==> src/rtl/vga_timing_pkg.sv <==
// Shared types and default 640x480@60 timing constants for the VGA raster generator.
package vga_timing_pkg;

  // hs/vs hold the logical "sync window active" flag; polarity is applied at the output pins.
  typedef struct packed {
    logic hs;
    logic vs;
    logic de;
  } vga_ctl_t;

  localparam vga_ctl_t VGA_CTL_IDLE = '{hs: 1'b0, vs: 1'b0, de: 1'b0};

  localparam int DEF_H_ACT   = 640;
  localparam int DEF_H_FRONT = 16;
  localparam int DEF_H_SYNC  = 96;
  localparam int DEF_H_BACK  = 48;
  localparam int DEF_V_ACT   = 480;
  localparam int DEF_V_FRONT = 10;
  localparam int DEF_V_SYNC  = 2;
  localparam int DEF_V_BACK  = 33;
  localparam int DEF_PIX_LAT = 2;
  localparam int DEF_CW      = 12;

  function automatic logic sync_level(input logic active, input bit pol);
    return active ? pol : ~pol;
  endfunction

endpackage

==> src/rtl/vga_ctl_delay.sv <==
// Fixed-depth delay line for the sync/blank control word; DEPTH=0 degenerates to a wire.
module vga_ctl_delay
  import vga_timing_pkg::*;
#(
  parameter int DEPTH = 2
) (
  input  logic     clk,
  input  logic     reset_n,
  input  vga_ctl_t ctl,
  output vga_ctl_t ctl_delayed
);

  generate
    if (DEPTH == 0) begin : g_wire
      logic unused_clk_rst;
      assign unused_clk_rst = clk ^ reset_n;
      assign ctl_delayed    = ctl;
    end else begin : g_pipe
      vga_ctl_t pipe [DEPTH];

      always_ff @(posedge clk or negedge reset_n) begin
        if (!reset_n) begin
          for (int i = 0; i < DEPTH; i++) pipe[i] <= VGA_CTL_IDLE;
        end else begin
          pipe[0] <= ctl;
          for (int i = 1; i < DEPTH; i++) pipe[i] <= pipe[i-1];
        end
      end

      assign ctl_delayed = pipe[DEPTH-1];
    end
  endgenerate

endmodule

==> src/rtl/vga_timing_gen.sv <==
// VGA raster timing generator: issues pixel requests PIX_LAT cycles ahead and delays
// sync/blank so the returned RGB lands exactly on the active window.
module vga_timing_gen
  import vga_timing_pkg::*;
#(
  parameter int H_ACT   = DEF_H_ACT,
  parameter int H_FRONT = DEF_H_FRONT,
  parameter int H_SYNC  = DEF_H_SYNC,
  parameter int H_BACK  = DEF_H_BACK,
  parameter int V_ACT   = DEF_V_ACT,
  parameter int V_FRONT = DEF_V_FRONT,
  parameter int V_SYNC  = DEF_V_SYNC,
  parameter int V_BACK  = DEF_V_BACK,
  parameter bit H_POL   = 1'b0,
  parameter bit V_POL   = 1'b0,
  parameter int PIX_LAT = DEF_PIX_LAT,
  parameter int CW      = DEF_CW
) (
  input  logic          clk,
  input  logic          reset_n,
  input  logic          enable,
  input  logic [7:0]    r_in,
  input  logic [7:0]    g_in,
  input  logic [7:0]    b_in,
  output logic          req_valid,
  output logic [CW-1:0] req_x,
  output logic [CW-1:0] req_y,
  output logic          line_start,
  output logic          frame_start,
  output logic [7:0]    red,
  output logic [7:0]    green,
  output logic [7:0]    blue,
  output logic          h_sync,
  output logic          v_sync,
  output logic          vga_blank_n,
  output logic          vga_sync_n,
  output logic          vga_clk
);

  localparam int H_TOT   = H_ACT + H_FRONT + H_SYNC + H_BACK;
  localparam int V_TOT   = V_ACT + V_FRONT + V_SYNC + V_BACK;
  localparam int MAX_TOT = (H_TOT > V_TOT) ? H_TOT : V_TOT;

  generate
    if ((64'd1 << CW) <= 64'(MAX_TOT - 1)) begin : g_bad_cw
      $error("vga_timing_gen: CW=%0d too narrow for total %0d", CW, MAX_TOT);
    end
    if (H_ACT < 1 || H_FRONT < 1 || H_SYNC < 1 || H_BACK < 1 ||
        V_ACT < 1 || V_FRONT < 1 || V_SYNC < 1 || V_BACK < 1) begin : g_bad_size
      $error("vga_timing_gen: every porch/sync/active size must be at least 1");
    end
    if (PIX_LAT < 0 || PIX_LAT > 8) begin : g_bad_lat
      $error("vga_timing_gen: PIX_LAT=%0d outside 0..8", PIX_LAT);
    end
  endgenerate

  localparam logic [CW-1:0] H_LAST   = CW'(H_TOT - 1);
  localparam logic [CW-1:0] V_LAST   = CW'(V_TOT - 1);
  localparam logic [CW-1:0] H_ACT_C  = CW'(H_ACT);
  localparam logic [CW-1:0] V_ACT_C  = CW'(V_ACT);
  localparam logic [CW-1:0] HS_FIRST = CW'(H_ACT + H_FRONT);
  localparam logic [CW-1:0] HS_LAST  = CW'(H_ACT + H_FRONT + H_SYNC - 1);
  localparam logic [CW-1:0] VS_FIRST = CW'(V_ACT + V_FRONT);
  localparam logic [CW-1:0] VS_LAST  = CW'(V_ACT + V_FRONT + V_SYNC - 1);

  logic [CW-1:0] h_cnt;
  logic [CW-1:0] v_cnt;
  vga_ctl_t      ctl_next;
  vga_ctl_t      ctl0;
  vga_ctl_t      ctl_d;

  // Disabled raster parks at the origin so the first enabled cycle starts a fresh frame.
  always_ff @(posedge clk or negedge reset_n) begin
    if (!reset_n) begin
      h_cnt <= '0;
      v_cnt <= '0;
    end else if (!enable) begin
      h_cnt <= '0;
      v_cnt <= '0;
    end else if (h_cnt == H_LAST) begin
      h_cnt <= '0;
      v_cnt <= (v_cnt == V_LAST) ? '0 : v_cnt + 1'b1;
    end else begin
      h_cnt <= h_cnt + 1'b1;
    end
  end

  always_comb begin
    ctl_next = VGA_CTL_IDLE;
    if (enable) begin
      ctl_next.de = (h_cnt < H_ACT_C) && (v_cnt < V_ACT_C);
      ctl_next.hs = (h_cnt >= HS_FIRST) && (h_cnt <= HS_LAST);
      ctl_next.vs = (v_cnt >= VS_FIRST) && (v_cnt <= VS_LAST);
    end
  end

  always_ff @(posedge clk or negedge reset_n) begin
    if (!reset_n) begin
      ctl0        <= VGA_CTL_IDLE;
      req_x       <= '0;
      req_y       <= '0;
      line_start  <= 1'b0;
      frame_start <= 1'b0;
    end else begin
      ctl0        <= ctl_next;
      req_x       <= h_cnt;
      req_y       <= v_cnt;
      line_start  <= enable && (h_cnt == '0);
      frame_start <= enable && (h_cnt == '0) && (v_cnt == '0);
    end
  end

  assign req_valid = ctl0.de;

  vga_ctl_delay #(
    .DEPTH(PIX_LAT)
  ) u_ctl_delay (
    .clk        (clk),
    .reset_n    (reset_n),
    .ctl        (ctl0),
    .ctl_delayed(ctl_d)
  );

  // ctl_d is aligned with the returning pixel data, so one register puts both on the pins together.
  always_ff @(posedge clk or negedge reset_n) begin
    if (!reset_n) begin
      red         <= '0;
      green       <= '0;
      blue        <= '0;
      vga_blank_n <= 1'b0;
      h_sync      <= ~H_POL;
      v_sync      <= ~V_POL;
    end else begin
      red         <= ctl_d.de ? r_in : '0;
      green       <= ctl_d.de ? g_in : '0;
      blue        <= ctl_d.de ? b_in : '0;
      vga_blank_n <= ctl_d.de;
      h_sync      <= sync_level(ctl_d.hs, H_POL);
      v_sync      <= sync_level(ctl_d.vs, V_POL);
    end
  end

  assign vga_sync_n = 1'b1;
  assign vga_clk    = ~clk;

endmodule

==> config.mk <==
export PLATFORM = sky130hd
export DESIGN_NAME = vga_timing_gen
export DESIGN_NICKNAME = d
export VERILOG_FILES = /design/src/rtl/vga_timing_pkg.sv /design/src/rtl/vga_ctl_delay.sv /design/src/rtl/vga_timing_gen.sv
export SDC_FILE = /design/constraint.sdc
export NUM_CORES = 1
export LEC_CHECK = 0
export BUFFER_PORTS_ARGS = -buffer_cell sky130_fd_sc_hd__buf_2
export CAP_MARGIN = 20
export CORE_ASPECT_RATIO = 1.5
export CORE_MARGIN = 1
export CORE_UTILIZATION = 47
export CTS_CLUSTER_DIAMETER = 40
export CTS_CLUSTER_SIZE = 14
export DETAILED_ROUTE_END_ITERATION = 7
export PLACE_DENSITY = 0.75
export SYNTH_ARGS = -nofsm -noshare
export SYNTH_HDL_FRONTEND = slang
export SYNTH_SLANG_ARGS = --single-unit
==> constraint.sdc <==
create_clock -name clk -period 2 [get_ports clk]
set_input_delay 0.2 -clock clk [delete_from_list [all_inputs] [get_ports clk]]
set_output_delay 0.2 -clock clk [all_outputs]
set_load 0.01 [all_outputs]
# --- Word level (Yosys, flattened, before mapping) ---
# Index checks and enable logic that the tools add are counted.
classes:
  muxes: 11
  multipliers: 0
  add_sub_neg: 2
  n_eq_ne: 3
  magnitude_cmp: 6
  bitwise: 1
  n_div: 0
  n_shift: 0
  n_reduce_logical: 7
op_table:
  columns: ["operator", "count"]
  rows:
  - ["$mux W12", 5]
  - ["$add A12 B1 Y12 const B", 2]
  - ["$eq A12 B10 Y1 const B", 2]
  - ["$logic_not A12 Y1", 2]
  - ["$mux W8", 3]
  - ["$ge A12 B10 Y1 const B", 1]
  - ["$ge A12 B9 Y1 const B", 1]
  - ["$le A12 B10 Y1 const B", 1]
  - ["$le A12 B9 Y1 const B", 1]
  - ["$lt A12 B10 Y1 const B", 1]
  - ["$lt A12 B9 Y1 const B", 1]
  - ["$logic_and A1 B1 Y1", 5]
  - ["$mux W3", 1]
  - ["$mux W1", 2]
  - ["$ne A2 B1 Y1 const B", 1]
  - ["$not A1 Y1", 1]
totals:
  mem_count: 0
  register_bits: 86
  latchBits: 0
  mem_bits_ro: 0
  out_inout_bits: 56
  ramBits: 0
  input_bits: 27

# --- Longest topological paths before layout ---
depth:
  ltp_word: 4
  mapped_depth: 7

# --- Modules after synthesis ---
# A second synthesis with hierarchy kept.
hier_totals:
  cells_unflattened: 255
  hier_area_um2: 3169.3
modules_own_cells:
  columns: ["mod", "area_each_um2", "seq_area_each_um2", "cells_each", "instances"]
  rows:
  - ["vga_timing_gen", 2996.6, 2004.4, 246, 1]
  - ["vga_ctl_delay", 172.7, 150.1, 9, 1]

==> out/qor.csv <==
metric,value,unit
"EDFF count, synth",0,
CP Capture Type,register,
Clock Power Share,38.1,%
Final Non-Filler Cells,434,
post-route antenna net violation count,0,
largest net degree at the start of global routing,49,
layout cell share with drive strength beyond 1,35.5,%
Final Slew Violations,0,
final hold vios,0,
Final Wtd Congestion,0.840,
Worst-Margin Slew,0.525,ns
CTS buffer count,9,
die height,102,um
Die ar.,0.00700,sq mm
Slew headroom,65.0,%
Sw Share,22.6,%
sequential fraction of the synthesis area,68.8,%
Peak VDD IR,379,uV
initial DRC count,105,
Layout Nets,384,
All-Layer GR Usage,18.9,%
setup ws final,0.0233,ns
syn_area_per_cell,12.5,sq um
Post-Route WL,6010,um
Max H-tree Level,3,
ys flop type,dfrtp_1,
Post-synth ARST share,100,%
most frequent cell after synthesis,dfrtp_1,
Setup crit start kind,register,
clock slew at reported path FFs,0.08,ns
Hold Path Class,input pin to register,
Cell Int Power,2.48,mW
setup TNS,0,ns
I/O Buffers,81,
RSZ-0062 raised after global routing,true,
"worst slack, placed",-0.0472,ns
largest family of logic cells by synthesized area,simple AND/OR/NAND/NOR gates,
CTS max path bufs,2,
multiplexer share of the synthesized area,0,%
DRC Markers,0,
post-synthesis compound-gate area fraction,4.79,%
critical path peak fanout,7,
worst skew pair latency,0.35,ns
xor/xnor share of the synthesized area,3.08,%
Clock Skew,0.00833,ns
Final Cycle Share,98.8,%
Synth Area in Adders,1.60,%
register bit total from synthesis,86,
Seq pwr share,56.1,%
Inserted Diodes,0,
final setup fails,0,
width of the die,68.7,um
Final Critical Period,1.98,ns
CP Data Required Time,2.28,ns
DR vias,2226,
Combinational Power Share,5.8,%
max-cap viol count,0,
global route total overflow,0,
mapped cell area,0.00313,sq mm
Simple-Gate Fraction of Synth Area,18.6,%
Initial Util,48.3,%
vias in the first global route,2141,
status,"complete, no violations",
DR vias/cell,5.13,
Post-Syn Instances,250,
Syn Nets,281,
Area Overhead vs Synth,27.4,%
Achievable Freq,506,MHz
routed len/inst,13.8,um
Switch Pwr,0.723,mW
WP data arrival,2.25,ns
first-pass GRT wire length,9540,um
root buf cell,clkbuf_8,
1st-pass router iterations,4,
CORE AREA,0.00649,sq mm
initial antenna violation count,0,
largest area contributor in the netlist,dfrtp_1,
Site Rows,36,
largest cells by area after synthesis,"dfrtp_1 (67%), and2_1 (5.0%), xor2_1 (2.2%), nand3_1 (1.9%), nand4_1 (1.8%)",
CTS tree,yes,
Crit Path Category,register to register,
Top Ports,83,
synth cell count leaders,"dfrtp_1 (84), and2_1 (25), nor2_1 (15)",
Leakage,2.03,nW
Synth warnings,0,
post-placement cell count,415,
Synth cell types,39,
top-area cell type share of the netlist area,67.1,%
PD cells,803,mW/mm^2
post-DP HPWL,4130,um
[area by class of cell]
cell class | instances | area, sq um
flip-flops and latches | 86 | 2150
repair buffers | 101 | 576
inverters | 10 | 37.5
clock inverters | 7 | 63.8
fillers | 527 | 2500
multi-input cells | 143 | 920
clock buffers | 11 | 143
well taps | 76 | 95.1
[cell families (layout without fill, tap and decap cells)]
group                      count (synthesis)  in the layout
other                                      1              1
and+or+nand+nor                          101            101
AOI/OAI and AO/OA                         25             26
buffers and inverters                     22            129
DFF                                       86             86
xor gates and xnor gates                  11             11
adders and majority gates                  4              4
[registers in the layout (all words and copies together) (netlist names)]
signal and cells:
req_valid 1, vga_blank_n 1, h_cnt 12, v_cnt 12
v_sync 1, frame_start 1, red 8, h_sync 1
req_x 12, line_start 1, req_y 12, u_ctl_delay.ctl_delayed 3
ctl0 2, blue 8, u_ctl_delay.g_pipe.pipe 3, green 8
[power groups by stage]
stage          registers, mW  logic, mW  clock network, mW
5_1_grt                 1.81      0.211               1.34
4_1_cts                 1.80      0.189               1.25
6_report                1.80      0.185               1.22
2_1_floorplan           1.85     0.0488             0.0197
3_5_place_dp            1.83      0.184             0.0364
3_3_place_gp            1.83      0.181             0.0364
[repair_timing]
action / 4_1_cts / 5_1_grt
hold buffers: 1 / 0
setup buffers: 1 / 0
endpoints found under the hold margin: 38 / 0
resized for setup: 1 / 6
cloned: 1 / 0
setup endpoints to repair: 5 / 2
pin swaps: 1 / 2
[layout by cell type, fill, tap and decap left out, types with 2 or more instances in the layout]
master,n
and4_1,3
clkinvlp_4,2
and2_1,25
o31a_1,2
clkinv_2,2
buf_2,80
nor4_1,4
o21ai_0,7
buf_4,20
inv_1,11
a21oi_1,6
dfrtp_1,84
a31oi_1,2
o31ai_2,2
xor2_1,8
and3_1,4
nand4_1,9
ha_1,4
nor2_1,15
dfstp_2,2
xnor2_1,3
a21oi_2,2
nor3_1,4
nand2_1,8
clkbuf_8,10
or3_1,5
or4_4,3
nand3_1,12
[path summary, 6_finish.rpt]
check	to	slack, ns	cells after the start	from
setup / recovery	v_cnt[8]	0.02	4	h_cnt[6]
hold / removal	green[6]	0.06	2	g_in[6]
setup reg to reg	v_cnt[8]	0.02	4	h_cnt[6]
hold reg to reg	u_ctl_delay.g_pipe.pipe[5]	0.35	0	ctl0[2]
max in group asynchronous	v_sync	0.98	3	reset_n
min in group asynchronous	red[5]	0.36	2	reset_n
[routing by layer]
layer | up-vias | share of wire (%) | GRT usage [%] | wire (um)
met2 | 69 | 53 | 31.5 | 3170
li1 | 1064 | - | - | -
met5 | - | 0 | 0 | 0
met1 | 1082 | 39 | 20.9 | 2360
met4 | 0 | 2.1 | 9.29 | 125
met3 | 11 | 5.8 | 6.47 | 348
[worst max-delay path: stages, from the launching register on]
cell	delay, ns
dfrtp_1	0.38
or4_4	0.58
o31a_1	0.38
or4_4	0.44
a21oi_2	0.13
[stage by stage]
| step | util, % | hold WS [ns] | power, mW | instance area (sq um) |
|---|---|---|---|---|
| 2_1_floorplan | - | -0.0956 | 1.92 | 3140 |
| 4_1_cts | 61.1 | 0.0474 | 3.24 | 3960 |
| 5_1_grt | 61.5 | 0.0419 | 3.36 | 3990 |
| 3_5_place_dp | 57.6 | 0.200 | 2.05 | 3740 |
| 6_report | 61.5 | 0.0567 | 3.20 | 3990 |
| 3_3_place_gp | 57.6 | 0.194 | 2.05 | 3740 |
Power figures use the tool's default switching activity.
